$ cat config.mk
export PLATFORM = sky130hd
export DESIGN_NAME = derivative_estimator
export DESIGN_NICKNAME = d
export VERILOG_FILES = /design/src/rtl/derivative_estimator.sv
export SDC_FILE = /design/constraint.sdc
export NUM_CORES = 1
export LEC_CHECK = 0
export CORE_ASPECT_RATIO = 0.7
export CORE_MARGIN = 8
export CORE_UTILIZATION = 65
export CTS_BUF_LIST = sky130_fd_sc_hd__clkbuf_4
export CTS_CLUSTER_SIZE = 20
export DETAILED_ROUTE_END_ITERATION = 16
export PLACE_DENSITY = 0.87
export SETUP_SLACK_MARGIN = 0.1
export SYNTH_ARGS = -nofsm -noshare
export SYNTH_HDL_FRONTEND = slang
export SYNTH_SLANG_ARGS = --single-unit
$ cat constraint.sdc
create_clock -name clk -period 9.4 [get_ports clk]
set_clock_uncertainty 0.1 [all_clocks]
set_input_delay 1.88 -clock clk [delete_from_list [all_inputs] [get_ports clk]]
set_output_delay 1.88 -clock clk [all_outputs]
set_load 0.005 [all_outputs]
$ cat src/rtl/derivative_estimator.sv
// Windowed finite-difference estimator: (x[n] - x[n-D]) * 256 / (D * interval)
// as a signed Q24.8 rate, computed with a multi-cycle restoring divider.
module derivative_estimator #(
  parameter int DATA_W = 16,
  parameter int DEPTH  = 32,
  parameter int ADDR_W = 5
) (
  input  logic              clk,
  input  logic              reset,
  input  logic              sample_valid_i,
  input  logic [DATA_W-1:0] ADC_data_i,
  input  logic [7:0]        duration_i,
  input  logic [7:0]        interval_i,
  output logic              busy_o,
  output logic              deriv_valid_o,
  output logic [31:0]       derivative_o,
  output logic              div_err_o,
  output logic              overrun_o
);

  localparam int DIV_W = DATA_W + 8;
  localparam int DEN_W = 16;
  localparam int CNT_W = $clog2(DIV_W);
  localparam logic [7:0] MAX_D = 8'(DEPTH - 1);

  typedef enum logic [1:0] {IDLE, LOAD, DIV, DONE} state_t;

  state_t             state_q;
  logic [DATA_W-1:0]  histMem [DEPTH];
  logic [ADDR_W-1:0]  wrPtr_q;
  logic [ADDR_W:0]    fill_q;
  logic [ADDR_W:0]    fillBefore_q;
  logic [DATA_W-1:0]  xNew_q;
  logic [DATA_W-1:0]  xOld_q;
  logic [ADDR_W-1:0]  dEff_q;
  logic [7:0]         interval_q;
  logic               sign_q;
  logic [DIV_W-1:0]   dividend_q;
  logic [DEN_W-1:0]   den_q;
  logic [DEN_W-1:0]   rem_q;
  logic [CNT_W-1:0]   iter_q;
  logic               derivValid_q;
  logic [31:0]        derivative_q;
  logic               divErr_q;
  logic               overrun_q;

  logic              accept;
  logic [ADDR_W-1:0] dEff_d;
  logic [ADDR_W-1:0] rdAddr;
  logic [ADDR_W:0]   fill_d;
  logic [DATA_W-1:0] diffMag;
  logic              diffNeg;
  logic [DEN_W-1:0]  den_d;
  logic [DEN_W:0]    trial;
  logic              trialGe;
  logic [DEN_W-1:0]  trialSub;

  assign accept  = (state_q == IDLE) && sample_valid_i;
  assign dEff_d  = (duration_i > MAX_D) ? ADDR_W'(MAX_D) : duration_i[ADDR_W-1:0];
  assign rdAddr  = wrPtr_q - dEff_d;
  assign fill_d  = (fill_q == (ADDR_W+1)'(DEPTH)) ? fill_q : fill_q + 1'b1;

  assign diffNeg = xNew_q < xOld_q;
  assign diffMag = diffNeg ? (xOld_q - xNew_q) : (xNew_q - xOld_q);
  assign den_d   = DEN_W'(dEff_q) * DEN_W'(interval_q);

  // Remainder stays below the divisor, so the subtraction fits in DEN_W bits.
  assign trial    = {rem_q, dividend_q[DIV_W-1]};
  assign trialGe  = trial >= {1'b0, den_q};
  assign trialSub = trial[DEN_W-1:0] - den_q;

  // History storage is deliberately not reset; fill_q gates every read.
  always_ff @(posedge clk) begin
    if (!reset && accept) begin
      histMem[wrPtr_q] <= ADC_data_i;
    end
  end

  always_ff @(posedge clk) begin
    if (reset) begin
      state_q      <= IDLE;
      wrPtr_q      <= '0;
      fill_q       <= '0;
      fillBefore_q <= '0;
      xNew_q       <= '0;
      xOld_q       <= '0;
      dEff_q       <= '0;
      interval_q   <= '0;
      sign_q       <= 1'b0;
      dividend_q   <= '0;
      den_q        <= '0;
      rem_q        <= '0;
      iter_q       <= '0;
      derivValid_q <= 1'b0;
      derivative_q <= '0;
      divErr_q     <= 1'b0;
      overrun_q    <= 1'b0;
    end else begin
      derivValid_q <= 1'b0;
      overrun_q    <= sample_valid_i && (state_q != IDLE);
      unique case (state_q)
        IDLE: begin
          if (sample_valid_i) begin
            wrPtr_q      <= wrPtr_q + 1'b1;
            fill_q       <= fill_d;
            fillBefore_q <= fill_q;
            xNew_q       <= ADC_data_i;
            xOld_q       <= histMem[rdAddr];
            dEff_q       <= dEff_d;
            interval_q   <= interval_i;
            state_q      <= LOAD;
          end
        end
        LOAD: begin
          if (dEff_q == '0 || interval_q == '0) begin
            derivative_q <= '0;
            divErr_q     <= 1'b1;
            derivValid_q <= 1'b1;
            state_q      <= IDLE;
          end else if (fillBefore_q < {1'b0, dEff_q}) begin
            derivative_q <= '0;
            divErr_q     <= 1'b0;
            derivValid_q <= 1'b1;
            state_q      <= IDLE;
          end else begin
            den_q      <= den_d;
            dividend_q <= {diffMag, 8'h00};
            sign_q     <= diffNeg;
            rem_q      <= '0;
            iter_q     <= CNT_W'(DIV_W - 1);
            state_q    <= DIV;
          end
        end
        DIV: begin
          // The dividend shifts out MSB-first while quotient bits shift in.
          rem_q      <= trialGe ? trialSub : trial[DEN_W-1:0];
          dividend_q <= {dividend_q[DIV_W-2:0], trialGe};
          if (iter_q == '0) begin
            state_q <= DONE;
          end else begin
            iter_q <= iter_q - 1'b1;
          end
        end
        DONE: begin
          derivative_q <= sign_q ? -32'(dividend_q) : 32'(dividend_q);
          divErr_q     <= 1'b0;
          derivValid_q <= 1'b1;
          state_q      <= IDLE;
        end
        default: state_q <= IDLE;
      endcase
    end
  end

  assign busy_o        = (state_q != IDLE);
  assign deriv_valid_o = derivValid_q;
  assign derivative_o  = derivative_q;
  assign div_err_o     = divErr_q;
  assign overrun_o     = overrun_q;

endmodule

==> flow_summary.json <==
{
  "synth-compound-area-share": 0.0673,
  "cts_resized": 0,
  "yosys.area_share.simple": 0.0711,
  "p_int_mw": 4.86,
  "p_per_area_nw_per_um2": 197,
  "multi_input_area_um2": 10400,
  "synth-seq-cells": 670,
  "worst_pin_slew_ns": 1.29,
  "firstDrtPassIters": 6,
  "via_per_inst": 6.44,
  "yosysWarningCount": 0,
  "grt_pass1_vias": 19000,
  "nets": 2347,
  "port-buffer-count": 70,
  "synth_cell_types": 69,
  "maxSlewHeadroom": 0.135,
  "crit_top_cell": "mux4_2",
  "combinationalPowerShare": 0.137,
  "cts.sinks": 670,
  "placed_cell_area_um2": 31200,
  "final_max_slew_viol_count": 0,
  "tritoncts": "built",
  "dp_slack_ns": 2.75,
  "ant_nets": 0,
  "std_cell_rows": 65,
  "setup_ws_ns": 3.60,
  "dieArea_um2": 52800,
  "synthesis.area_um2": 29600,
  "drtIter0Drc": 2773,
  "path_cells": "clkdlybuf4s50_1, or3_1, or2_2, ha_4, fa_4, buf_12, mux4_2, mux4_2, mux2i_1, a211oi_1",
  "r2r_slack_ns": 5.04,
  "power_switching_mw": 1.67,
  "grt_pass1_wl_um": 113000,
  "timing.rr.end": "den_q[12]",
  "start_util": 0.658,
  "cp.required_ns": 10.00,
  "clock.fmax_mhz": 172,
  "ff2ff_path_depth": 14,
  "gp_congestion": 0.904,
  "synth_top_area_frac": 0.519,
  "yosys-top-cells-area": "edfxtp_1, mux4_2, dfxtp_1",
  "synth_top_family_by_area": "multiplexers",
  "leakagePower_nw": 11.6,
  "endpoint_kind": "flip-flop",
  "wirelength_um": 73300,
  "async_flop_share": 0,
  "fin_crit_sh": 0.617,
  "hp-start": "den_q[8]",
  "yosysTopAreaCell": "edfxtp_1",
  "cts_made_buffers": 154,
  "seq_area_um2": 18500,
  "clockRootBuffer": "clkbuf_4",
  "grtUsageTotal": 0.280,
  "synth_edf_count": 512,
  "min_period_ns": 5.80,
  "reg2reg_from": "dEff_q[3]",
  "vias": 18900,
  "yosysMostFrequentCell": "edfxtp_1",
  "cp_max_fo": 73,
  "setup_tns_ns": 0,
  "core_area_um2": 45100,
  "grt_overflow": 0,
  "dp.cells": 2655,
  "die-width_um": 271,
  "syn2layout_area_growth_pct": 12.0,
  "cts-htree-levels": 4,
  "hold_class": "reg -> reg",
  "synth.avg_cell_area_um2": 14.5,
  "endpoint": "xOld_q[11]",
  "setup_viol": 0,
  "post_drt_wl_per_cell_um": 24.9,
  "post-dp-hpwl_um": 46800,
  "slowest_delay_ns": 1.34,
  "clkPwrFrac": 0.364,
  "p_seq_frac": 0.499,
  "layout.cells.non_filler": 2939,
  "fillers": 2697,
  "yosys-mux-area-fraction": 0.141,
  "dieHeight_um": 195,
  "finalHoldViolCount": 0,
  "synth_xor_area_frac": 0.0189,
  "syn_nets": 2177,
  "ios": 71,
  "yosys-top-cells-count": "edfxtp_1, nand2_1, mux4_2, dfxtp_1, nor2_1",
  "drive_above_1_share": 0.216,
  "p_sw_frac": 0.256,
  "path_class": "in -> reg",
  "ys.flop_type": "edfxtp_1",
  "cts_max_path_buffers": 3,
  "drc": 0,
  "vdd_drop_max_uv": 137,
  "antenna_found_initial": 3,
  "synth-adder-area-share": 0.0495,
  "clock_latency_ns": 0.90,
  "syn_inst": 2038,
  "cp-start-kind": "input pin",
  "clk_pin_slew_ns": 0.07,
  "final_area_um2": 33200,
  "drv_cap": 0,
  "post_cts_buffers": 0,
  "outcome": "complete, no violations",
  "rsz0062_at_grt": "no",
  "grt_max_degree": 90,
  "worstPathArrival_ns": 6.40,
  "cp-startpoint": "duration_i[7]",
  "slowest_stage": "fa_4",
  "ys_seq_area_frac": 0.625,
  "holdBufCountCts": 0,
  "total_power_mw": 6.53
}
==> metal layers <==
| layer | global-route usage | vias up | part of all wire |
|---|---|---|---|
| met2 | 0.417 | 1216 | 0.45 |
| li1 | - | 8162 | - |
| met1 | 0.409 | 9433 | 0.40 |
| met5 | 0 | - | 0.00012 |
| met4 | 0.0705 | 2 | 0.017 |
| met3 | 0.0755 | 119 | 0.13 |
==> flip-flops by register name, summed over array words and instances (netlist names), 5 cells and up, named ones only <==
name and cells:
histMem 512, interval_q 8, fill_q 6, dividend_q 24, dEff_q 5, fillBefore_q 6, wrPtr_q 5, den_q 13
rem_q 16, iter_q 5, derivative_o 32, xOld_q 16, xNew_q 16
==> power by group through the flow <==
stage	clock network (mW)	logic (mW)	registers [mW]
after floorplan	0	0.670	3.30
after global placement	0	0.840	3.32
after detailed placement	0	0.883	3.32
after CTS	2.40	0.888	3.25
after global routing	2.56	0.964	3.26
final	2.38	0.892	3.26
==> worst max-delay path: cells and delay by family <==
| kind | cells | cell delay, ns |
|---|---|---|
| adder cells (fa/ha/maj) | 2 | 1.51 |
| AND/OR/NAND/NOR | 2 | 0.91 |
| multiplexers | 3 | 1.05 |
| buffers and inverters | 2 | 0.83 |
| AO/OA/AOI/OAI | 1 | 0.11 |
==> placed cells by master, fill, tap and decap left out, types with 5 or more instances in the layout <==
cell             synthesis  layout
fa_1                    22      21
edfxtp_1               512     512
nor4_1                   8       8
mux2i_1                 41      41
a222oi_1                 6       6
ha_1                    82      81
nor3_1                  14      14
nand3_1                 18      18
a21o_1                  15      15
nand2b_1                18      18
a211oi_1                30      30
clkinv_1                 0      33
xor2_1                  21      21
and2_1                  28      27
o21a_1                   8       8
clkdlybuf4s50_1          0      69
buf_4                    0      55
nand4_1                  6       6
nand2_1                168     168
mux4_2                 160     160
nor2b_1                  9       9
a31oi_1                  5       5
dfxtp_1                158     158
a21oi_1                118     118
mux2_2                  15      15
nand3b_1                 5       5
a22oi_1                 29      29
clkinv_2                 0       5
or3_1                    8       8
o22ai_1                  5       5
xnor2_1                 43      40
o31ai_1                  8       8
o21ai_0                 43      43
o41ai_1                  5       5
clkbuf_4                 0     233
nor2_1                 158     155
inv_1                   97      97
==> per-stage QoR <==
stage / utilization / hold WS (ns)
after global placement: 0.692 / 0.343
after CTS: 0.737 / 0.353
after floorplan: - / 0.331
final: 0.737 / 0.353
after detailed placement: 0.692 / 0.345
after global routing: 0.737 / 0.375
==> layout make-up <==
class / count / share of cell area
diodes: 2 / 0.000151
clock buffers: 233 / 0.0527
clock inverters: 49 / 0.00867
inverters: 97 / 0.0110
multi-input cells: 1159 / 0.312
flip-flops and latches: 670 / 0.558
well taps: 603 / 0.0227
repair buffers: 126 / 0.0344
==> how the worst min path moves through the flow <==
stage / to / slack (ns) / depth (start not counted)
finish: den_q[8] / 0.35 / 2
global route: den_q[10] / 0.38 / 2
global placement: den_q[10] / 0.34 / 2
CTS: den_q[8] / 0.35 / 2
floorplan: fillBefore_q[0] / 0.33 / 2
detailed placement: den_q[8] / 0.34 / 2
==> logic make-up (layout without fill, tap and decap cells) <==
kind of cell	count (synthesis)	count (layout)
muxes	216	216
buffers and inverters	209	505
xor gates and xnor gates	64	64
other	0	2
adders and majority gates	104	104
and+or+nand+nor	465	465
AOI/OAI and AO/OA	310	310
DFF	670	670
(Power assumes the default switching activity.)
